File: src/rtl/tremolo_lfo.sv
// Stereo tremolo with a per-frame phase-accumulator LFO.
// A square or triangle LFO is scaled by a depth setting to form a gain. Both channels are
// multiplied by that gain. The pipeline has a fixed latency of two cycles. With enable_i low
// the gain is forced to unity, so samples pass through unchanged with the same latency.
//
// Ports:
//   clk_i         system clock
//   reset_i       synchronous active-high reset; clears phase, pipeline and outputs
//   enable_i      1 = apply tremolo, 0 = bypass (unity gain)
//   wave_i        0 = square LFO, 1 = triangle LFO
//   rate_i        phase increment per accepted frame
//   depth_i       modulation depth, 0 = none, 255 = max
//   in_valid_i    one-cycle strobe: dinl_i/dinr_i hold a new stereo frame
//   dinl_i/dinr_i signed input samples
//   out_valid_o   one-cycle strobe: doutl_o/doutr_o hold a processed frame
//   doutl_o/doutr_o signed output samples, held while out_valid_o is low
//   lfo_out_o     unipolar LFO value of the most recent output frame
module tremolo_lfo #(
  parameter int unsigned DataW  = 24,
  parameter int unsigned PhaseW = 16
) (
  input  logic              clk_i,
  input  logic              reset_i,
  input  logic              enable_i,
  input  logic              wave_i,
  input  logic [PhaseW-1:0] rate_i,
  input  logic [7:0]        depth_i,
  input  logic              in_valid_i,
  input  logic [DataW-1:0]  dinl_i,
  input  logic [DataW-1:0]  dinr_i,
  output logic              out_valid_o,
  output logic [DataW-1:0]  doutl_o,
  output logic [DataW-1:0]  doutr_o,
  output logic [7:0]        lfo_out_o
);

  // Phase accumulator; the frame being accepted sees the pre-increment value.
  logic [PhaseW-1:0] phase_q, phase_d;

  logic [7:0]  tri_t;
  logic [7:0]  lfo_d;
  logic [15:0] depth_prod;
  logic [8:0]  gain_d;

  always_comb begin
    phase_d = phase_q;
    if (in_valid_i) begin
      phase_d = phase_q + rate_i;
    end
  end

  always_comb begin
    tri_t = phase_q[PhaseW-2 -: 8];
    if (wave_i) begin
      // Folding on the MSB keeps the triangle continuous across the phase wrap.
      lfo_d = phase_q[PhaseW-1] ? ~tri_t : tri_t;
    end else begin
      lfo_d = {8{phase_q[PhaseW-1]}};
    end
    depth_prod = {8'd0, depth_i} * {8'd0, lfo_d};
    // Gain spans 2..256; 256 is exact unity after the >>> 8.
    gain_d     = enable_i ? (9'd256 - {1'b0, depth_prod[15:8]}) : 9'd256;
  end

  always_ff @(posedge clk_i) begin
    if (reset_i) begin
      phase_q <= '0;
    end else begin
      phase_q <= phase_d;
    end
  end

  // Stage 1: capture samples, gain and LFO value of the accepted frame.
  logic             s1_valid_q;
  logic [DataW-1:0] s1_l_q, s1_r_q;
  logic [8:0]       s1_gain_q;
  logic [7:0]       s1_lfo_q;

  always_ff @(posedge clk_i) begin
    if (reset_i) begin
      s1_valid_q <= 1'b0;
      s1_l_q     <= '0;
      s1_r_q     <= '0;
      s1_gain_q  <= '0;
      s1_lfo_q   <= '0;
    end else begin
      s1_valid_q <= in_valid_i;
      if (in_valid_i) begin
        s1_l_q    <= dinl_i;
        s1_r_q    <= dinr_i;
        s1_gain_q <= gain_d;
        s1_lfo_q  <= lfo_d;
      end
    end
  end

  // Stage 2: signed sample times unsigned gain. Operands are extended to a common width so the
  // multiply is fully signed; the gain gets a zero top bit to stay positive.
  logic signed [DataW+9:0] l_ext, r_ext, g_ext;
  logic signed [DataW+9:0] prod_l, prod_r;

  always_comb begin
    l_ext  = $signed({{10{s1_l_q[DataW-1]}}, s1_l_q});
    r_ext  = $signed({{10{s1_r_q[DataW-1]}}, s1_r_q});
    g_ext  = $signed({{(DataW + 1){1'b0}}, s1_gain_q});
    prod_l = l_ext * g_ext;
    prod_r = r_ext * g_ext;
  end

  logic             out_valid_q;
  logic [DataW-1:0] doutl_q, doutr_q;
  logic [7:0]       lfo_out_q;

  always_ff @(posedge clk_i) begin
    if (reset_i) begin
      out_valid_q <= 1'b0;
      doutl_q     <= '0;
      doutr_q     <= '0;
      lfo_out_q   <= '0;
    end else begin
      out_valid_q <= s1_valid_q;
      if (s1_valid_q) begin
        // Taking bits above 8 is an arithmetic shift right by 8 (floor toward -inf).
        doutl_q   <= prod_l[DataW+7:8];
        doutr_q   <= prod_r[DataW+7:8];
        lfo_out_q <= s1_lfo_q;
      end
    end
  end

  assign out_valid_o = out_valid_q;
  assign doutl_o     = doutl_q;
  assign doutr_o     = doutr_q;
  assign lfo_out_o   = lfo_out_q;

  // Bits that are dropped by construction (g <= 256 means the top product bits are sign copies).
  logic unused_bits;
  assign unused_bits = ^{depth_prod[7:0], phase_q[PhaseW-10:0],
                         prod_l[DataW+9:DataW+8], prod_l[7:0],
                         prod_r[DataW+9:DataW+8], prod_r[7:0]};

endmodule

File: config.mk
export PLATFORM = sky130hd
export DESIGN_NAME = tremolo_lfo
export DESIGN_NICKNAME = d
export VERILOG_FILES = /design/src/rtl/tremolo_lfo.sv
export SDC_FILE = /design/constraint.sdc
export NUM_CORES = 1
export LEC_CHECK = 0
export ABC_AREA = 1
export CAP_MARGIN = 10
export CORE_ASPECT_RATIO = 0.8
export CORE_MARGIN = 2
export CORE_UTILIZATION = 60
export DETAILED_ROUTE_END_ITERATION = 12
export MAX_ROUTING_LAYER = met4
export PLACE_DENSITY = 0.8
export SETUP_SLACK_MARGIN = 0.5
export SYNTH_ARGS = -nofsm -noshare
export SYNTH_HDL_FRONTEND = slang
export SYNTH_SLANG_ARGS = --single-unit
export TNS_END_PERCENT = 100
File: constraint.sdc
create_clock -name clk_i -period 7.4 [get_ports clk_i]
set_input_delay 0.74 -clock clk_i [delete_from_list [all_inputs] [get_ports clk_i]]
set_output_delay 0.74 -clock clk_i [all_outputs]
set_load 0.1 [all_outputs]
Yosys cells after proc, flatten, opt, wreduce, memory -nomap -nowiden
Cells that the tools add are included.
{ "word_totals": {"register_bits": 139, "latchBits": 0, "ramBits": 0, "rom_bits": 0, "inputBits": 77, "out_inout_bits": 57, "word_cells": 19, "mem_count": 0} }
{ "classes": {"addsub": 2, "n_mul": 3, "n_div": 0, "magnitude_cmp": 0, "n_eq_ne": 0, "shift": 0, "n_mux": 3, "bitwise_logic": 1, "reduce_logical": 0} }
{ "op_table": {"columns": ["cell", "n"], "rows": [
  ["multiplier 24 x 10 -> 32 bit", 2],
  ["adder 16 bit", 1],
  ["multiplier 8 x 8 -> 16 bit", 1],
  ["2-to-1 mux 8 bit", 2],
  ["2-to-1 mux 9 bit", 1],
  ["subtractor 9 x 8 -> 9 bit (first input constant)", 1],
  ["NOT 8 bit", 1]
]} }

Logic depth before layout (Yosys ltp)
Gate-level depths: netlist of run 1.
{ "depth": {"depth_word": 6, "mapped_depth": 34, "mapped_depth_nobuf": 32} }

Worst setup path before layout of run 1
No wires, ideal clock.
{ "synth_timing": {"kind": "input to register", "from": "input wave_i", "to": "register s1_gain_q[6]", "setup_time_ns": 0.135, "arrival_time_ns": 5.043, "required_ns": 7.265, "slack_ns": 2.221, "cell_stages": 26, "path_buffers": 1, "cell_sequence": "inv_1 -> nand2_2 -> and2_1 -> clkbuf_1 -> a21oi_1 -> inv_1 -> nor2_1 -> fa_1 -> fa_1 -> fa_1 -> inv_1 -> fa_1 -> inv_1 -> ha_1 -> nand2_1 -> o21ai_0 -> inv_1 -> nand3_1 -> nand2_1 -> inv_2 -> ha_1 -> nand3_2 -> nor2_4 -> nand3b_1 -> nand3_1 -> a21oi_1"} }
{ "synth_between": {"elab_chain_len": 4} }
{ "synth_lines": {"columns": ["element", "line", "source"], "rows": [
  ["from (decl)", "25", "input logic wave_i,"],
  ["2-to-1 mux 8 bit", "54", "if (wave_i) begin"],
  ["multiplier 8 x 8 -> 16 bit", "60", "depth_prod = {8'd0, depth_i} * {8'd0, lfo_d};"],
  ["subtractor 9 x 8 -> 9 bit", "62", "gain_d = enable_i ? (9'd256 - {1'b0, depth_prod[15:8]}) : 9'd256;"],
  ["2-to-1 mux 9 bit", "62", null],
  ["to (signal assigned)", "91", "s1_gain_q <= gain_d;"],
  ["to (decl)", "76", "logic [8:0] s1_gain_q;"]
]} }
No other way between the ends.
A chain may end at the register's enable or synchronous reset.

Worst setup path after layout of run 1
{ "layout_timing": {"from": "register s1_gain_q[3]", "to": "register doutl_q[8] (netlist: doutl_o[8])"} }
{ "layout_between": {"elab_chain_len": 1} }
{ "layout_lines": {"columns": ["element", "line", "source"], "rows": [
  ["multiplier 24 x 10 -> 32 bit", "106", "prod_l = l_ext * g_ext;"],
  ["to (signal assigned)", "124", "doutl_q <= prod_l[DataW+7:8];"],
  ["to (decl)", "111", "logic [DataW-1:0] doutl_q, doutr_q;"]
]} }
No other way between the ends.

==> results of run 1 <==
==> through the flow <==
step                      worst slack, ns  power (mW)
final                               0.917        5.70
after detailed placement             1.04        4.75
after global placement               1.12        4.68
after CTS                            1.02        5.69
after global routing                0.583        6.24
after floorplan                      2.22        3.77
==> sequential cells by signal, indices dropped and copies added, names as in the netlist <==
signal       flops
s1_l_q          24
s1_gain_q        9
lfo_out_o        8
out_valid_o      1
s1_valid_q       1
phase_q         16
doutr_o         24
s1_r_q          24
doutl_o         24
s1_lfo_q         8
==> layout make-up <==
class	count	area [um^2]	area share, %
flip-flops and latches	139	2790	11.0
well taps	495	619	2.44
inverters	819	3080	12.1
clock buffers	18	450	1.78
multi-input cells	2069	16800	66.3
diodes	1	2.50	0.00987
clock inverters	14	121	0.479
repair buffers	152	1480	5.84
==> power by group through the flow <==
stage	combinational [mW]	sequential, mW	clock, mW
floorplan	2.68	1.09	0
global placement	3.66	1.02	0
detailed placement	3.72	1.02	0
CTS	3.78	1.01	0.900
global route	4.29	1.03	0.927
finish	3.80	1.02	0.889
==> worst min-delay path by stage <==
stage                                      to  cells after the start  slack, ns
floorplan           lfo_out_o[3]$_SDFFE_PP0P_                      2       0.43
global placement    lfo_out_o[4]$_SDFFE_PP0P_                      2       0.45
detailed placement  lfo_out_o[4]$_SDFFE_PP0P_                      2       0.45
CTS                 lfo_out_o[4]$_SDFFE_PP0P_                      2       0.46
global route         doutr_o[11]$_SDFFE_PP0P_                      2       0.51
finish              lfo_out_o[4]$_SDFFE_PP0P_                      2       0.46
==> placed cells by master, fill, tap and decap left out, types with 15 or more instances in the layout <==
| master | netlist | layout |
|---|---|---|
| clkbuf_16 | 0 | 18 |
| nor3_1 | 15 | 15 |
| dfxtp_1 | 139 | 138 |
| o211ai_1 | 15 | 15 |
| o21ai_0 | 159 | 159 |
| buf_4 | 2 | 18 |
| xnor2_1 | 28 | 28 |
| nand4_1 | 20 | 20 |
| nand3_1 | 71 | 71 |
| a21oi_1 | 124 | 124 |
| xor2_1 | 22 | 22 |
| ha_1 | 181 | 181 |
| fa_1 | 376 | 376 |
| nand2_1 | 642 | 642 |
| inv_1 | 811 | 810 |
| clkdlybuf4s50_1 | 0 | 132 |
| nor2_1 | 296 | 296 |
==> layer usage <==
metal  global-route usage (%)  wire [um]  vias up
li1                         -          -     9435
met1                     47.2      27400     9591
met2                     52.0      28400      934
met3                     8.45       6370      138
met4                     10.5       1910        0
met5                        -          0        -
==> critical path: cells and delay by family, from the launching register on <==
family | cells | cell delay, ns
DFF | 1 | 0.61
xor gates and xnor gates | 1 | 0.21
and+or+nand+nor | 4 | 0.57
adders and majority gates | 6 | 2.82
buffers and inverters | 8 | 0.99
AOI/OAI and AO/OA | 3 | 1.11
==> logic make-up after synthesis <==
| kind of cell | count (synthesis) |
|---|---|
| xor gates and xnor gates | 51 |
| and+or+nand+nor | 1092 |
| buffers and inverters | 957 |
| AOI/OAI and AO/OA | 369 |
| adders and majority gates | 557 |
| DFF | 139 |
==> summary.txt, run 1 <==
Clocking
  • Root buffer cell: clkbuf_16
  • # clock sinks: 139
  • Quantity of hold-fixing buffers added after cts: 0
  • CTS max path bufs: 2
  • Total CTS buffers: 17
  • Post-CTS Setup Inserts: 0
  • CTS tree: done
  • Clock Latency Late Sink: around 0.48 ns
  • Post-cts resize count: 0
  • Clk slew on worst S/H paths: 0.08 ns
  • H-tree depth: 4

Worst setup path
  • Data required, critical path: 7.74 ns
  • Crit start category: flop
  • Worst Setup EP: doutl_o[8]$_SDFFE_PP0P_
  • Slowest stage cell, crit path: a21oi_1
  • FF-to-FF End: doutl_o[8]$_SDFFE_PP0P_
  • Reg2reg setup slack: between 0.9 and 1 ns
  • Kind of critical path: flop to flop
  • CP cell instances: buf_4 -> nand2_1 -> fa_1 -> inv_1 -> fa_1 -> inv_1 -> fa_1 -> inv_1 -> fa_1 -> inv_1 -> fa_1 -> inv_1 -> ha_1 -> nand2_1 -> inv_1 -> nand2_1 -> nand2_1 -> a21oi_1 -> inv_1 -> a21oi_1 -> xor2_1 -> a21oi_1
  • CP Capture Type: flop
  • Crit Path Max Fanout: 40
  • R2r worst-path depth: 22
  • CP startpoint: s1_gain_q[3]$_SDFFE_PP0P_
  • Worst r2r src: s1_gain_q[3]$_SDFFE_PP0P_
  • Arr. time, crit path: 6.82 ns
  • Slowest Stage Delay on Critical Path: 0.67 ns
  • Most used cell, CP: inv_1

Yosys
  • Average size of a mapped cell: 7.34 um^2
  • Mux contribution to synthesized area: 0%
  • Mapped Area: 23200 um^2
  • Count leader, synth: inv_1
  • Syn. warnings: 0
  • Synth Instances: 3165
  • Simple-Gate Fraction of Synth Area: between 15 and 20%
  • Post-synthesis compound-gate area fraction: 8.92%
  • Synth top area cells: fa_1 (32%), inv_1 (13%), dfxtp_1 (12%)
  • Share of the synthesized area in the top cell type: between 30% and 40%
  • Largest family of logic cells by synthesized area: adder cells
  • EDFF count, synth: 0
  • Post-synth top area cell: fa_1
  • Top_reg_cell synth: dfxtp_1
  • Sequential share of the synthesized area: around an eighth
  • Post-synthesis async set-or-reset flop share: 0%
  • Syn_nets: 3799
  • Synth unique cells: 50
  • Xor-xnor portion of the synthesized cell area: about 2.0%
  • Synth cell count leaders: inv_1 (811), nand2_1 (642), fa_1 (376)
  • Synthesized-area fraction occupied by adder cells: a little over two fifths
  • Yosys reg bits: between 100 and 150

Floorplanning
  • Core area: 38200 um^2
  • Standard-cell rows: 64
  • IO Count: 134
  • Die area: approximately 40000 um^2
  • Starting Density: 60.8%
  • Die Y: 180 um
  • Die W: between 200 and 250 um

Power
  • Comb power frac: 66.6%
  • Net Sw Power: 3.10 mW
  • Sequential share of power: 17.8%
  • P_leak: between 10 and 15 nW
  • Pwr/cell area: 225 nW/um^2
  • Peak VDD IR: approximately 0.18 mV
  • Clock Power Share: about 16%
  • Net Sw Frac: 54.4%
  • Int Pwr: 2.60 mW

Placement
  • Gp weighted congestion: ~1.1
  • Dpl cells: 3674
  • I/O Buffers: 133
  • HPWL Detailed: slightly above 50000 um
  • Dpl cell area: 24800 um^2

STA
  • Slew @ Worst Pin: 1.12 ns
  • Final period util: between 80 and 90%
  • Maximum clock frequency: approximately 150 MHz
  • RSZ-0062 raised after global routing: false
  • Final Max Tran Viols: 0
  • Max-slew headroom: 25.5%
  • Final setup viols: 0
  • Final Hold Viols: 0
  • Worst hold slack: about 0.46 ns
  • TNS Setup: 0 ns
  • Crit path time final: 6.48 ns
  • Final Skew: 0.0156 ns

Routing
  • Final WL: 64100 um
  • DR vias: around 20000
  • Antenna-violating nets left: 0
  • DR DRC count: 0
  • Wirelength per Cell: 17.3 um
  • First-pass detailed-route iteration total: 6
  • Initial DRC count: between 1500 and 2000
  • Vias/cell: 5.42

Global routing
  • Initial antenna violation count: 1
  • First-pass GRT wire length: approximately 110000 um
  • GR Util All Layers: 34.9%
  • Vias in the first global route: 20700
  • Largest net degree at the start of global routing: 87
  • Total grt overflow: 0

Cells and area
  • Non-filler cells, final: 3707
  • Share of cells above drive strength 1: 3.24%
  • Fill cell count: ~3300
  • Nets@finish: 3832
  • Post-Layout Inst Area: 25400 um^2
  • Final core area utilization: 66.4%
  • Area grow syn2layout: 9.21%

Hold path
  • Start point of the worst hold path: s1_lfo_q[4]$_SDFFE_PP0P_
  • Type of the worst min-delay path: flop to flop

Outcome
  • Outcome: complete, no violations

Job
  • Max Cap Viol: 0
(Power assumes the default switching activity.)
==> run 2, diff against run 1 <==
--- a/config.mk
+++ b/config.mk
@@ -6,7 +6,7 @@
 export NUM_CORES = 1
 export LEC_CHECK = 0
 export ABC_AREA = 1
-export CAP_MARGIN = 10
+export CAP_MARGIN = 30
 export CORE_ASPECT_RATIO = 0.8
 export CORE_MARGIN = 2
 export CORE_UTILIZATION = 60
==> run 2 against run 1 <==
Net effect:
- power up 1.7%
- register-to-register slack better by 0.097 ns
- cell area up 0.46%
- final cell count about the same
- non-clock buffer count up 3
- sequential share of layout area down 0.050 points
- critical endpoint unchanged
- largest power group unchanged
- highest routed layer unchanged
- utilization up 0.30 points
==> summary.txt, run 2 (same netlist as run 1, synthesis figures left out) <==
Outcome
  • Outcome: complete, no violations

Worst setup path
  • Crit Path Max Fanout: 40
  • CP cell instances: buf_4 -> nand2_1 -> fa_1 -> inv_1 -> fa_1 -> inv_1 -> fa_1 -> inv_1 -> fa_1 -> inv_1 -> fa_1 -> inv_1 -> ha_1 -> nand2_1 -> inv_1 -> nand2_1 -> nand2_1 -> a21oi_1 -> inv_1 -> a21oi_1 -> xor2_1 -> a21oi_1
  • CP bufs+invs: 8
  • CP Capture Type: flop
  • Kind of critical path: flop to flop
  • Crit start category: flop
  • Data required, critical path: 7.74 ns
  • Most used cell, CP: inv_1
  • Slowest Stage Delay on Critical Path: 0.62 ns
  • Slowest stage cell, crit path: a21oi_1
  • Arr. time, crit path: approximately 6.7 ns
  • Top delay family on crit path: adder cells

Floorplanning
  • Starting Density: 60.8%
  • Core area: 38200 um^2
  • Die area: 40300 um^2
  • Die Y: 180 um
  • Standard-cell rows: 64
  • Die W: 224 um
  • IO Count: 134

STA
  • Final Hold Viols: 0
  • RSZ-0062 raised after global routing: false
  • Final Max Tran Viols: 0
  • Slew @ Worst Pin: 1.03 ns
  • Maximum clock frequency: approximately 160 MHz
  • Final Skew: around 0.023 ns
  • Final setup viols: 0
  • Setup WS post-layout: 1.01 ns
  • TNS Setup: 0 ns
  • Crit path time final: between 6 and 7 ns
  • Final period util: 86.3%
  • Max-slew headroom: 30.9%
  • Worst hold slack: around 0.46 ns

Cells and area
  • Number of diodes: 0
  • Share of cells above drive strength 1: between 3 and 4%
  • Final core area utilization: 66.7%
  • Area grow syn2layout: 9.71%
  • Most frequent cells in the layout: inv_1 (810), nand2_1 (642), fa_1 (376), nor2_1 (296), ha_1 (181)
  • Post-Layout Inst Area: 25500 um^2
  • Nets@finish: about 3800
  • Non-filler cells, final: 3709
  • Most common cell after layout, fill and taps aside: inv_1

Clocking
  • Clk slew on worst S/H paths: 0.08 ns
  • Post-CTS Setup Inserts: 0
  • Post-cts resize count: 0
  • H-tree depth: 4
  • # clock sinks: 139
  • Quantity of hold-fixing buffers added after cts: 0
  • Root buffer cell: clkbuf_16
  • Clock Latency Late Sink: between 0.4 and 0.5 ns
  • Total CTS buffers: 17
  • CTS max path bufs: 2
  • CTS tree: done

Power
  • Pwr/cell area: 228 nW/um^2
  • P_leak: 15.0 nW
  • Peak VDD IR: 0.181 mV
  • Total power: 5.80 mW

Routing
  • Met2 WL: 28900 um
  • Antenna-violating nets left: 0
  • Initial DRC count: 1896
  • DR vias: 20200
  • Final WL: 64600 um
  • Wirelength per Cell: 17.4 um
  • Met3 Wirelength: 6340 um
  • DR DRC count: 0
  • First-pass detailed-route iteration total: 6
  • Top Metal Used: met4
  • Met1 WL: 27700 um
  • Vias/cell: around 5.5

Placement
  • Dpl cells: around 3700
  • Dpl cell area: 24800 um^2
  • HPWL Detailed: 50900 um
  • Gp weighted congestion: around 1.1
  • Post-place setup slack: between 1 and 1.5 ns
  • I/O Buffers: 133

Global routing
  • Vias in the first global route: between 20000 and 25000
  • Total grt overflow: 0
  • Largest net degree at the start of global routing: 87
  • GR Util All Layers: a little over a third
  • First-pass GRT wire length: 107000 um
  • Initial antenna violation count: 0

Job
  • Max Cap Viol: 0

Hold path
  • Type of the worst min-delay path: flop to flop
run 2: area by class of cell:
class	count	area, um^2
Inverter	819	3080
Tap cell	495	619
Timing Repair Buffer	155	1560
Multi-Input combinational cell	2069	16800
Fill cell	3253	12700
Clock inverter	13	155
Clock buffer	19	453
Sequential cell	139	2790
run 2: path summary, 6_finish.rpt:
| path | startpoint | end | slack [ns] | depth (start not counted) |
|---|---|---|---|---|
| max | s1_gain_q[3]$_SDFFE_PP0P_ | doutl_o[8]$_SDFFE_PP0P_ | 1.01 | 22 |
| min reg2reg | s1_lfo_q[4]$_SDFFE_PP0P_ | lfo_out_o[4]$_SDFFE_PP0P_ | 0.46 | 2 |
| max reg2reg | s1_gain_q[3]$_SDFFE_PP0P_ | doutl_o[8]$_SDFFE_PP0P_ | 1.01 | 22 |
| min | s1_lfo_q[4]$_SDFFE_PP0P_ | lfo_out_o[4]$_SDFFE_PP0P_ | 0.46 | 2 |
run 2: layer usage:
layer	vias up	global-route usage [%]
met3	117	8.79
met5	-	-
li1	9437	-
met1	9781	46.6
met2	882	53.0
met4	0	9.36
run 2: power by group:
part | switching (mW) | internal [mW]
clock | 0.423 | 0.524
sequential | 0.169 | 0.825
combinational | 2.52 | 1.34
run 2: tightest hold or removal path, delay by kind of cell, from the launching register on:
kind / cells / cell delay [ns]
buf+inv: 1 / 0.06
flops: 1 / 0.30
compound gates: 1 / 0.06
==> run 3, diff against run 2 <==
--- a/config.mk
+++ b/config.mk
@@ -6,14 +6,14 @@
 export NUM_CORES = 1
 export LEC_CHECK = 0
 export ABC_AREA = 1
-export CAP_MARGIN = 30
+export CAP_MARGIN = 20
 export CORE_ASPECT_RATIO = 0.8
 export CORE_MARGIN = 2
-export CORE_UTILIZATION = 60
+export CORE_UTILIZATION = 45
 export DETAILED_ROUTE_END_ITERATION = 12
 export MAX_ROUTING_LAYER = met4
-export PLACE_DENSITY = 0.8
 export SETUP_SLACK_MARGIN = 0.5
+export SKIP_LAST_GASP = 1
 export SYNTH_ARGS = -nofsm -noshare
 export SYNTH_HDL_FRONTEND = slang
 export SYNTH_SLANG_ARGS = --single-unit
==> run 3 against run 2 <==
Net effect:
- sequential share of layout area decreased by 0.068 points
- setup slack improved by 0.27 ns
- sequential power about the same
- final cell count increased by 5.1%
- cell area increased by 0.81%
- highest routed layer unchanged
- critical path depth decreased by 1
- first-iteration DRC count decreased by 29%
- non-clock buffer count unchanged
==> summary.txt, run 3 (same netlist as run 1, synthesis figures left out) <==
Outcome
  • Outcome: complete, no violations

Routing
  • First-pass detailed-route iteration total: 6
  • Wirelength per Cell: 16.8 um
  • Vias/cell: between 5 and 6
  • DR DRC count: 0
  • DR vias: roughly 20000
  • Initial DRC count: about 1400
  • Antenna-violating nets left: 0
  • Final WL: approximately 66000 um

Cells and area
  • Share of cells above drive strength 1: 3.45%
  • Nets@finish: 3835
  • Most common cell after layout, fill and taps aside: inv_1
  • Final core area utilization: between 50% and 60%
  • Fill cell count: slightly above 5000
  • Area grow syn2layout: 10.6%
  • Most frequent cells in the layout: inv_1 (810), nand2_1 (642), fa_1 (376), nor2_1 (296), ha_1 (181)

Worst setup path
  • Slowest Stage Delay on Critical Path: 0.77 ns
  • Crit start category: flop
  • CP bufs+invs: 5
  • Top delay family on crit path: adder cells
  • Worst r2r src: s1_gain_q[5]$_SDFFE_PP0P_
  • Most used cell, CP: fa_1
  • CP startpoint: s1_gain_q[5]$_SDFFE_PP0P_
  • CP cell instances: buf_4 -> nand2_1 -> inv_1 -> fa_1 -> fa_1 -> fa_1 -> fa_1 -> inv_1 -> fa_1 -> inv_1 -> ha_1 -> a21oi_1 -> o21ai_0 -> a21oi_1 -> nand2_1 -> a21boi_0 -> nor2_1 -> o21bai_1 -> nand3_1 -> o211ai_1 -> inv_1
  • Slowest stage cell, crit path: dfxtp_2
  • R2r worst-path depth: 21
  • CP Capture Type: flop
  • Crit Path Max Fanout: 27
  • Arr. time, crit path: roughly 6.5 ns
  • Number of cells on the critical path: 21
  • Data required, critical path: 7.80 ns
  • Kind of critical path: flop to flop

Clocking
  • # clock sinks: 139
  • Quantity of hold-fixing buffers added after cts: 0
  • CTS max path bufs: 2
  • H-tree depth: 4
  • CTS tree: done
  • Clk slew on worst S/H paths: roughly 0.070 ns
  • Root buffer cell: clkbuf_16
  • Post-CTS Setup Inserts: 0
  • Total CTS buffers: 17
  • Clock Latency Late Sink: 0.51 ns
  • Post-cts resize count: 0

STA
  • RSZ-0062 raised after global routing: false
  • Crit path time final: slightly above 6 ns
  • TNS Setup: 0 ns
  • Max-slew headroom: a little over a quarter
  • Final Skew: roughly 0.019 ns
  • Final Max Tran Viols: 0
  • Slew @ Worst Pin: 1.11 ns
  • Final Hold Viols: 0
  • Final period util: 82.6%
  • Maximum clock frequency: 164 MHz
  • Final setup viols: 0

Floorplanning
  • Standard-cell rows: 74
  • IO Count: 134
  • Die W: 258 um
  • Starting Density: 45.5%
  • Core area: between 50000 and 60000 um^2
  • Die area: around 53000 um^2
  • Die Y: 207 um

Hold path
  • Start point of the worst hold path: s1_lfo_q[4]$_SDFFE_PP0P_
  • Type of the worst min-delay path: flop to flop
  • Hold Crit Depth: 2

Power
  • P_leak: 15.0 nW
  • Pwr/cell area: around 220 nW/um^2
  • Peak VDD IR: 0.223 mV
  • Total power: 5.75 mW

Global routing
  • GR peak layer: met2
  • Largest net degree at the start of global routing: 104
  • Met2 Use GR: 40.1%
  • Vias in the first global route: 20800
  • Initial antenna violation count: 1
  • M1 GR Usage: 37.4%
  • First-pass GRT wire length: between 100000 and 150000 um
  • GR Util All Layers: 26.9%
  • GR Layer Usage met3: 5.85%
  • Total grt overflow: 0

Job
  • Max Cap Viol: 0

Placement
  • Gp weighted congestion: around 0.97
  • HPWL Detailed: 52100 um
  • I/O Buffers: between 100 and 150
-- run 3: cell types whose count changed in the layout (fill, tap and decap cells not counted) --
cell	previous run	this run
inv_6	6	5
buf_4	18	20
clkinv_4	1	2
buf_16	3	1
dfxtp_2	0	4
diode_2	0	1
inv_2	7	6
clkinv_2	1	2
dfxtp_1	138	134
-- run 3: path summary, 6_finish.rpt --
check             slack [ns]                         to
hold / removal          0.47  lfo_out_o[4]$_SDFFE_PP0P_
setup reg to reg        1.28   doutr_o[13]$_SDFFE_PP0P_
setup / recovery        1.28   doutr_o[13]$_SDFFE_PP0P_
hold reg to reg         0.47  lfo_out_o[4]$_SDFFE_PP0P_
-- run 3: routing by layer --
metal	vias to the layer above	wire length [um]
met5	-	0
li1	9437	-
met2	599	28500
met4	0	900
met1	9651	31300
met3	60	4990
-- run 3: final cells by class --
cell class | count | area, um^2 | share of cell area, %
diodes | 1 | 2.50 | 0.00974
clock buffers | 19 | 453 | 1.76
clock inverters | 13 | 155 | 0.604
inverters | 819 | 3080 | 12.0
multi-input cells | 2069 | 16800 | 65.5
flip-flops and latches | 139 | 2790 | 10.9
well taps | 684 | 856 | 3.33
repair buffers | 155 | 1520 | 5.93
-- run 3: through the flow --
stage          hold WS (ns)  std cells  setup WS [ns]  instance area [um^2]
2_1_floorplan         0.430       3165           2.22                 23200
3_3_place_gp          0.458       3864           1.28                 25000
3_5_place_dp          0.463       3864           1.21                 25000
4_1_cts               0.473       3896           1.31                 25600
5_1_grt               0.504       3899          0.857                 25700
6_report              0.468       3899           1.28                 25700
-- run 3: power by group --
part / switching, mW / leakage (nW) / internal [mW]
Combinational: 2.48 / 13.6 / 1.31
Sequential: 0.194 / 1.15 / 0.826
Clock: 0.420 / 0.295 / 0.521
-- run 3: worst min-delay path, stage by stage (launching register included) --
cell and delay [ns]:
dfxtp_1 0.30, inv_1 0.06, a21oi_1 0.06
